File: src/rtl/athos_pkg.sv
// Shared ATHOS types: packing modes, word and accumulator widths,
// and the coefficient-width lookup used by the ciphertext packer.
package athos_pkg;

    typedef enum logic [1:0] {
        PACK_D4  = 2'b00,
        PACK_D5  = 2'b01,
        PACK_D10 = 2'b10,
        PACK_D11 = 2'b11
    } pack_mode_e;

    typedef enum logic [1:0] {
        PK_IDLE  = 2'b00,
        PK_PACK  = 2'b01,
        PK_DRAIN = 2'b10
    } pack_state_e;

    localparam int PACK_WORD_W = 32;
    localparam int PACK_ACC_W  = 64;

    function automatic logic [3:0] pack_width(pack_mode_e m);
        logic [3:0] d;
        d = 4'd4;
        unique case (m)
            PACK_D4:  d = 4'd4;
            PACK_D5:  d = 4'd5;
            PACK_D10: d = 4'd10;
            PACK_D11: d = 4'd11;
            default:  d = 4'd4;
        endcase
        return d;
    endfunction

endpackage

File: src/rtl/poly_compress_pack.sv
// Packs d-bit compressed Kyber coefficients LSB-first into 32-bit words.
// Ports: clk_i, rst_ni (async low); start_i/mode_i begin a job;
// coeff_valid_i/coeff_ready_o/coeff_i input stream; word_valid_o/
// word_ready_i/word_o/word_last_o output stream; busy_o, done_o, err_o.
// Optional macro POLY_COMPRESS_PACK_RANGE_CHECK_EN enables err_o, a sticky
// flag for coefficients carrying bits above d (otherwise tied to 0).
module poly_compress_pack
    import athos_pkg::*;
#(
    parameter int NCOEFF  = 256,
    parameter int WORD_W  = 32,
    parameter int COEFF_W = 11
) (
    input  logic               clk_i,
    input  logic               rst_ni,
    input  logic               start_i,
    input  logic [1:0]         mode_i,
    input  logic               coeff_valid_i,
    output logic               coeff_ready_o,
    input  logic [COEFF_W-1:0] coeff_i,
    output logic               word_valid_o,
    input  logic               word_ready_i,
    output logic [WORD_W-1:0]  word_o,
    output logic               word_last_o,
    output logic               busy_o,
    output logic               done_o,
    output logic               err_o
);

    localparam int CNT_W = $clog2(NCOEFF + 1);
    localparam logic [CNT_W-1:0] CNT_MAX = CNT_W'(NCOEFF);

    pack_state_e              state_q, state_d;
    pack_mode_e               mode_q, mode_d;
    logic [PACK_ACC_W-1:0]    acc_q, acc_d;
    logic [5:0]               fill_q, fill_d;
    logic [CNT_W-1:0]         cnt_q, cnt_d;
    logic                     ready_q, ready_d;
    logic                     done_q, done_d;

    logic [5:0]               d;
    logic [5:0]               base;
    logic [COEFF_W-1:0]       mask;
    logic [COEFF_W-1:0]       coeff_m;
    logic [PACK_ACC_W-1:0]    ins;
    logic                     push;
    logic                     pop;
    logic                     wvalid;

`ifdef POLY_COMPRESS_PACK_RANGE_CHECK_EN
    logic err_q, err_d;
`endif

    // A partial last word is only offered once no more coefficients come.
    assign wvalid = ((state_q == PK_PACK) && (fill_q >= 6'd32)) ||
                    ((state_q == PK_DRAIN) && (fill_q != 6'd0));

    always_comb begin
        state_d = state_q;
        mode_d  = mode_q;
        acc_d   = acc_q;
        fill_d  = fill_q;
        cnt_d   = cnt_q;
        done_d  = 1'b0;
`ifdef POLY_COMPRESS_PACK_RANGE_CHECK_EN
        err_d   = err_q;
`endif
        d       = {2'b00, pack_width(mode_q)};
        mask    = ~({COEFF_W{1'b1}} << d);
        coeff_m = coeff_i & mask;
        push    = ready_q && coeff_valid_i;
        pop     = wvalid && word_ready_i;
        // Shift happens before insertion when both occur together.
        base    = pop ? (fill_q - 6'd32) : fill_q;
        ins     = {{(PACK_ACC_W-COEFF_W){1'b0}}, coeff_m} << base;

        unique case (state_q)
            PK_IDLE: begin
                if (start_i) begin
                    mode_d  = pack_mode_e'(mode_i);
                    acc_d   = '0;
                    fill_d  = '0;
                    cnt_d   = '0;
                    state_d = PK_PACK;
`ifdef POLY_COMPRESS_PACK_RANGE_CHECK_EN
                    err_d   = 1'b0;
`endif
                end
            end
            PK_PACK, PK_DRAIN: begin
                if (pop) begin
                    acc_d  = acc_q >> PACK_WORD_W;
                    fill_d = base;
                end
                if (push) begin
                    acc_d  = acc_d | ins;
                    fill_d = base + d;
                    cnt_d  = cnt_q + CNT_W'(1);
`ifdef POLY_COMPRESS_PACK_RANGE_CHECK_EN
                    if ((coeff_i & ~mask) != '0) err_d = 1'b1;
`endif
                end
                if ((state_q == PK_PACK) && (cnt_d == CNT_MAX)) begin
                    state_d = PK_DRAIN;
                end
                if ((state_q == PK_DRAIN) && (fill_d == 6'd0)) begin
                    state_d = PK_IDLE;
                    done_d  = 1'b1;
                end
            end
            default: state_d = PK_IDLE;
        endcase

        // Registered ready: looks only at next-cycle fill and count.
        ready_d = (state_d == PK_PACK) && (fill_d < 6'd32) &&
                  (cnt_d < CNT_MAX);
    end

    always_ff @(posedge clk_i or negedge rst_ni) begin
        if (!rst_ni) begin
            state_q <= PK_IDLE;
            mode_q  <= PACK_D4;
            acc_q   <= '0;
            fill_q  <= '0;
            cnt_q   <= '0;
            ready_q <= 1'b0;
            done_q  <= 1'b0;
        end else begin
            state_q <= state_d;
            mode_q  <= mode_d;
            acc_q   <= acc_d;
            fill_q  <= fill_d;
            cnt_q   <= cnt_d;
            ready_q <= ready_d;
            done_q  <= done_d;
        end
    end

`ifdef POLY_COMPRESS_PACK_RANGE_CHECK_EN
    always_ff @(posedge clk_i or negedge rst_ni) begin
        if (!rst_ni) err_q <= 1'b0;
        else         err_q <= err_d;
    end
    assign err_o = err_q;
`else
    assign err_o = 1'b0;
`endif

    assign coeff_ready_o = ready_q;
    assign word_valid_o  = wvalid;
    assign word_o        = acc_q[WORD_W-1:0];
    assign word_last_o   = wvalid && (state_q == PK_DRAIN) &&
                           (fill_q <= 6'd32);
    assign busy_o        = (state_q != PK_IDLE);
    assign done_o        = done_q;

endmodule

File: config.mk
export PLATFORM = sky130hd
export DESIGN_NAME = poly_compress_pack
export DESIGN_NICKNAME = d
export VERILOG_FILES = /design/src/rtl/athos_pkg.sv /design/src/rtl/poly_compress_pack.sv
export SDC_FILE = /design/constraint.sdc
export NUM_CORES = 1
export LEC_CHECK = 0
export ABC_AREA = 0
export CAP_MARGIN = 20
export CORE_MARGIN = 2
export CORE_UTILIZATION = 40
export CTS_CLUSTER_DIAMETER = 40
export CTS_CLUSTER_SIZE = 8
export DETAILED_ROUTE_END_ITERATION = 12
export GPL_TIMING_DRIVEN = 0
export PLACE_DENSITY_LB_ADDON = 0.05
export SLEW_MARGIN = 40
export SYNTH_ARGS = -nofsm -noshare
export SYNTH_HDL_FRONTEND = slang
export SYNTH_SLANG_ARGS = --single-unit
File: constraint.sdc
create_clock -name clk_i -period 4.5 [get_ports clk_i]
set_clock_uncertainty 0.1 [all_clocks]
set_input_delay 0.675 -clock clk_i [delete_from_list [all_inputs] [get_ports clk_i]]
set_output_delay 0.675 -clock clk_i [all_outputs]
set_load 0.01 [all_outputs]
==> impl_metrics.env <==
export IMPL_gp_congestion=0.8839
export IMPL_grt_use_total_pct=23.29
export IMPL_crit_path_top_delay_cell="fa_1"
export IMPL_cp_start_kind="flip-flop"
export IMPL_yosys_warnings=0
export IMPL_clockRootBuffer="clkbuf_16"
export IMPL_totalWireLength_um=15110
export IMPL_drtAntennaViolNets=0
export IMPL_synth_top_area_cell="dfrtp_1"
export IMPL_final_net_count=667
export IMPL_status="finished clean"
export IMPL_grt_max_degree=44
export IMPL_ys_seq_area_share_pct=41.57
export IMPL_drtPass1Iterations=5
export IMPL_cp_max_fo=10
export IMPL_period_share_pct=82.02
export IMPL_worstPathCellList="clkbuf_1 > inv_1 > clkbuf_1 > fa_1 > nand2b_1 > a211oi_1 > xor2_1 > or3_1 > or2_1 > a221o_1 > a211oi_2"
export IMPL_worstMarginPinSlew_ns=0.7750
export IMPL_viasPerCell=5.612
export IMPL_maxCapViolations=0
export IMPL_clk_latency_ns=0.35
export IMPL_p_leak_nw=2.677
export IMPL_hold_buffers=0
export IMPL_syn_nets=601
export IMPL_ys_seq_elements=85
export IMPL_grt_pass1_wl_um=24050
export IMPL_ys_types=70
export IMPL_synth_top_cell_area_share_pct=41.57
export IMPL_grt_pass1_vias=4359
export IMPL_numPortBuffers=54
export IMPL_synthArstFlopShare_pct=100.0
export IMPL_cpLargestDelayFamily="compound AO/OA/AOI/OAI gates"
export IMPL_num_antenna_cells=0
export IMPL_crit_buf_inv=3
export IMPL_period_needed_ns=3.691
export IMPL_rsz0062_at_grt="false"
export IMPL_crit_type="reg2reg"
export IMPL_drcViolationCount=0
export IMPL_core_sq_um=12570
export IMPL_area_growth_pct=20.81
export IMPL_clk_path_buf_depth=2
export IMPL_final_util_pct=49.18
export IMPL_hold_path_class="in2async"
export IMPL_grt_antenna_before_repair=0
export IMPL_vias=4579
export IMPL_initial_core_util_pct=40.71
export IMPL_crit_arrival_ns=3.86
export IMPL_drive_above_1_share_pct=14.13
export IMPL_cts_sinks=85
export IMPL_synth_area_leaders="dfrtp_1 (42%), nand2_1 (5.9%), o21ai_0 (5.9%)"
export IMPL_dr_first_iter_drc_count=336
export IMPL_power_density_nw_per_um2=602.2
export IMPL_final_cell_mix="dfrtp_1 (85), nand2_1 (81), o21ai_0 (60)"
export IMPL_fin_tns_setup_ns=0
export IMPL_numCtsBuffers=9
export IMPL_synth_edf_count=0
export IMPL_ir_worst_vdd_uv=335.8
export IMPL_num_rows=41
export IMPL_die_w_um=117.1
export IMPL_worstSetupEndpointType="flip-flop"
export IMPL_avgSynthCellArea_sq_um=8.929
export IMPL_overflow=0
export IMPL_finalHoldViolations=0
export IMPL_timing_critical_path_mode_cell="clkbuf_1"
export IMPL_synth_cells=573
export IMPL_num_io_pins=56
export IMPL_htree_levels=3
export IMPL_cts_clk_slew_worst_paths_ns=0.07
export IMPL_worstPathRequired_ns=4.67
export IMPL_dieArea_sq_um=13710
export IMPL_wl_per_cell_um=18.51
export IMPL_setup_viol=0
export IMPL_relSlewSlack_pct=46.86
export IMPL_post_cts_buffers=0
export IMPL_synthFlopType="dfrtp_1"
export IMPL_final_common_cell="dfrtp_1"
export IMPL_max_freq_ghz=0.2709
export IMPL_r2r_slack_ns=0.81
export IMPL_drv_slew=0
export IMPL_synth_area_sq_um=5116
export IMPL_die_h_um=117.1
export IMPL_cts_resized=0
export IMPL_crit_path_max_incr_delay_ns=0.51
export IMPL_hpwl_um=11250
export IMPL_cts_tree="yes"
-- power by group --
| part | leakage [nW] | total [mW] | switching, mW | internal (mW) |
|---|---|---|---|---|
| logic | 1.45 | 1.74 | 0.901 | 0.838 |
| clock network | 0.135 | 0.715 | 0.334 | 0.380 |
| registers | 1.10 | 1.27 | 0.215 | 1.05 |
-- sequential cells by signal, indices dropped and copies added (netlist names) --
name and flops:
state_q 2, done_o 1, cnt_q 9, acc_q 64
fill_q 6, coeff_ready_o 1, mode_q 2
-- final cells by class --
cell class / count / area, sq um
clock buffers: 10 / 229.0
multi-input cells: 410 / 2557
plain buffers: 63 / 380.4
repair buffers: 55 / 569.3
clock inverters: 6 / 46.29
fillers: 1233 / 6387
well taps: 172 / 215.2
flip-flops and latches: 85 / 2127
inverters: 15 / 56.30
-- stage by stage --
step                instances  hold slack, ns  power (mW)  setup WS [ns]  instance area (sq um)
floorplan                 573          0.2794       2.356          1.252                   5116
global placement          799          0.3536       2.977        -0.6097                   5872
detailed placement        800          0.3570       3.018         0.8231                   5906
CTS                       816          0.1588       3.741         0.7936                   6181
global route              816          0.1677       3.984         0.4741                   6181
finish                    816          0.1479       3.722         0.8092                   6181
-- cells in the mapped netlist, types with 9 or more instances --
| cell | n |
|---|---|
| dfrtp_1 | 85 |
| nand2_1 | 81 |
| o21ai_0 | 60 |
| nor2_1 | 42 |
| a22oi_1 | 34 |
| buf_4 | 33 |
| clkbuf_1 | 18 |
| a21oi_1 | 15 |
| inv_1 | 15 |
| nand3_1 | 15 |
| nor3_1 | 13 |
| buf_2 | 10 |
| ha_1 | 9 |
| mux2_2 | 9 |
-- kinds of logic (layout without fill, tap and decap cells) --
logic type                 Yosys count  after routing  synth area share [%]
buffers and inverters               78            149                 8.535
other                                1              1               0.07330
adders and majority gates           10             10                 2.592
and+or+nand+nor                    200            200                 18.78
DFF                                 85             85                 41.57
xor gates and xnor gates             5              5                 1.003
AOI/OAI and AO/OA                  177            177                 23.89
muxes                               17             17                 3.546
-- worst reg2reg max path: stages (launching register included) --
cell,delay [ns]
dfrtp_1,0.41
clkbuf_1,0.35
inv_1,0.12
clkbuf_1,0.27
fa_1,0.51
nand2b_1,0.16
a211oi_1,0.39
xor2_1,0.12
or3_1,0.42
or2_1,0.27
a221o_1,0.31
a211oi_2,0.18
-- final timing paths --
kind,startpoint,cells after the start,endpoint
worst min-delay path,rst_ni,1,acc_q[13]$_DFFE_PN0P_
worst min register to register,acc_q[52]$_DFFE_PN0P_,2,acc_q[52]$_DFFE_PN0P_
max in group asynchronous,rst_ni,2,acc_q[41]$_DFFE_PN0P_
worst max register to register,fill_q[1]$_DFFE_PN0P_,11,coeff_ready_o$_DFF_PN0_
worst max-delay path,fill_q[1]$_DFFE_PN0P_,11,coeff_ready_o$_DFF_PN0_
min in group clk_i,acc_q[52]$_DFFE_PN0P_,2,acc_q[52]$_DFFE_PN0P_
-- routing by layer --
metal  up-vias  global-route usage [%]  wire, um
li1       2192                       -         -
met1      2238                   31.51      6705
met2       129                   37.73      7286
met3        20                   5.098       847
met4         0                   6.824       266
met5         -                       0         0
Note: power is estimated with default switching activity, not from simulation.
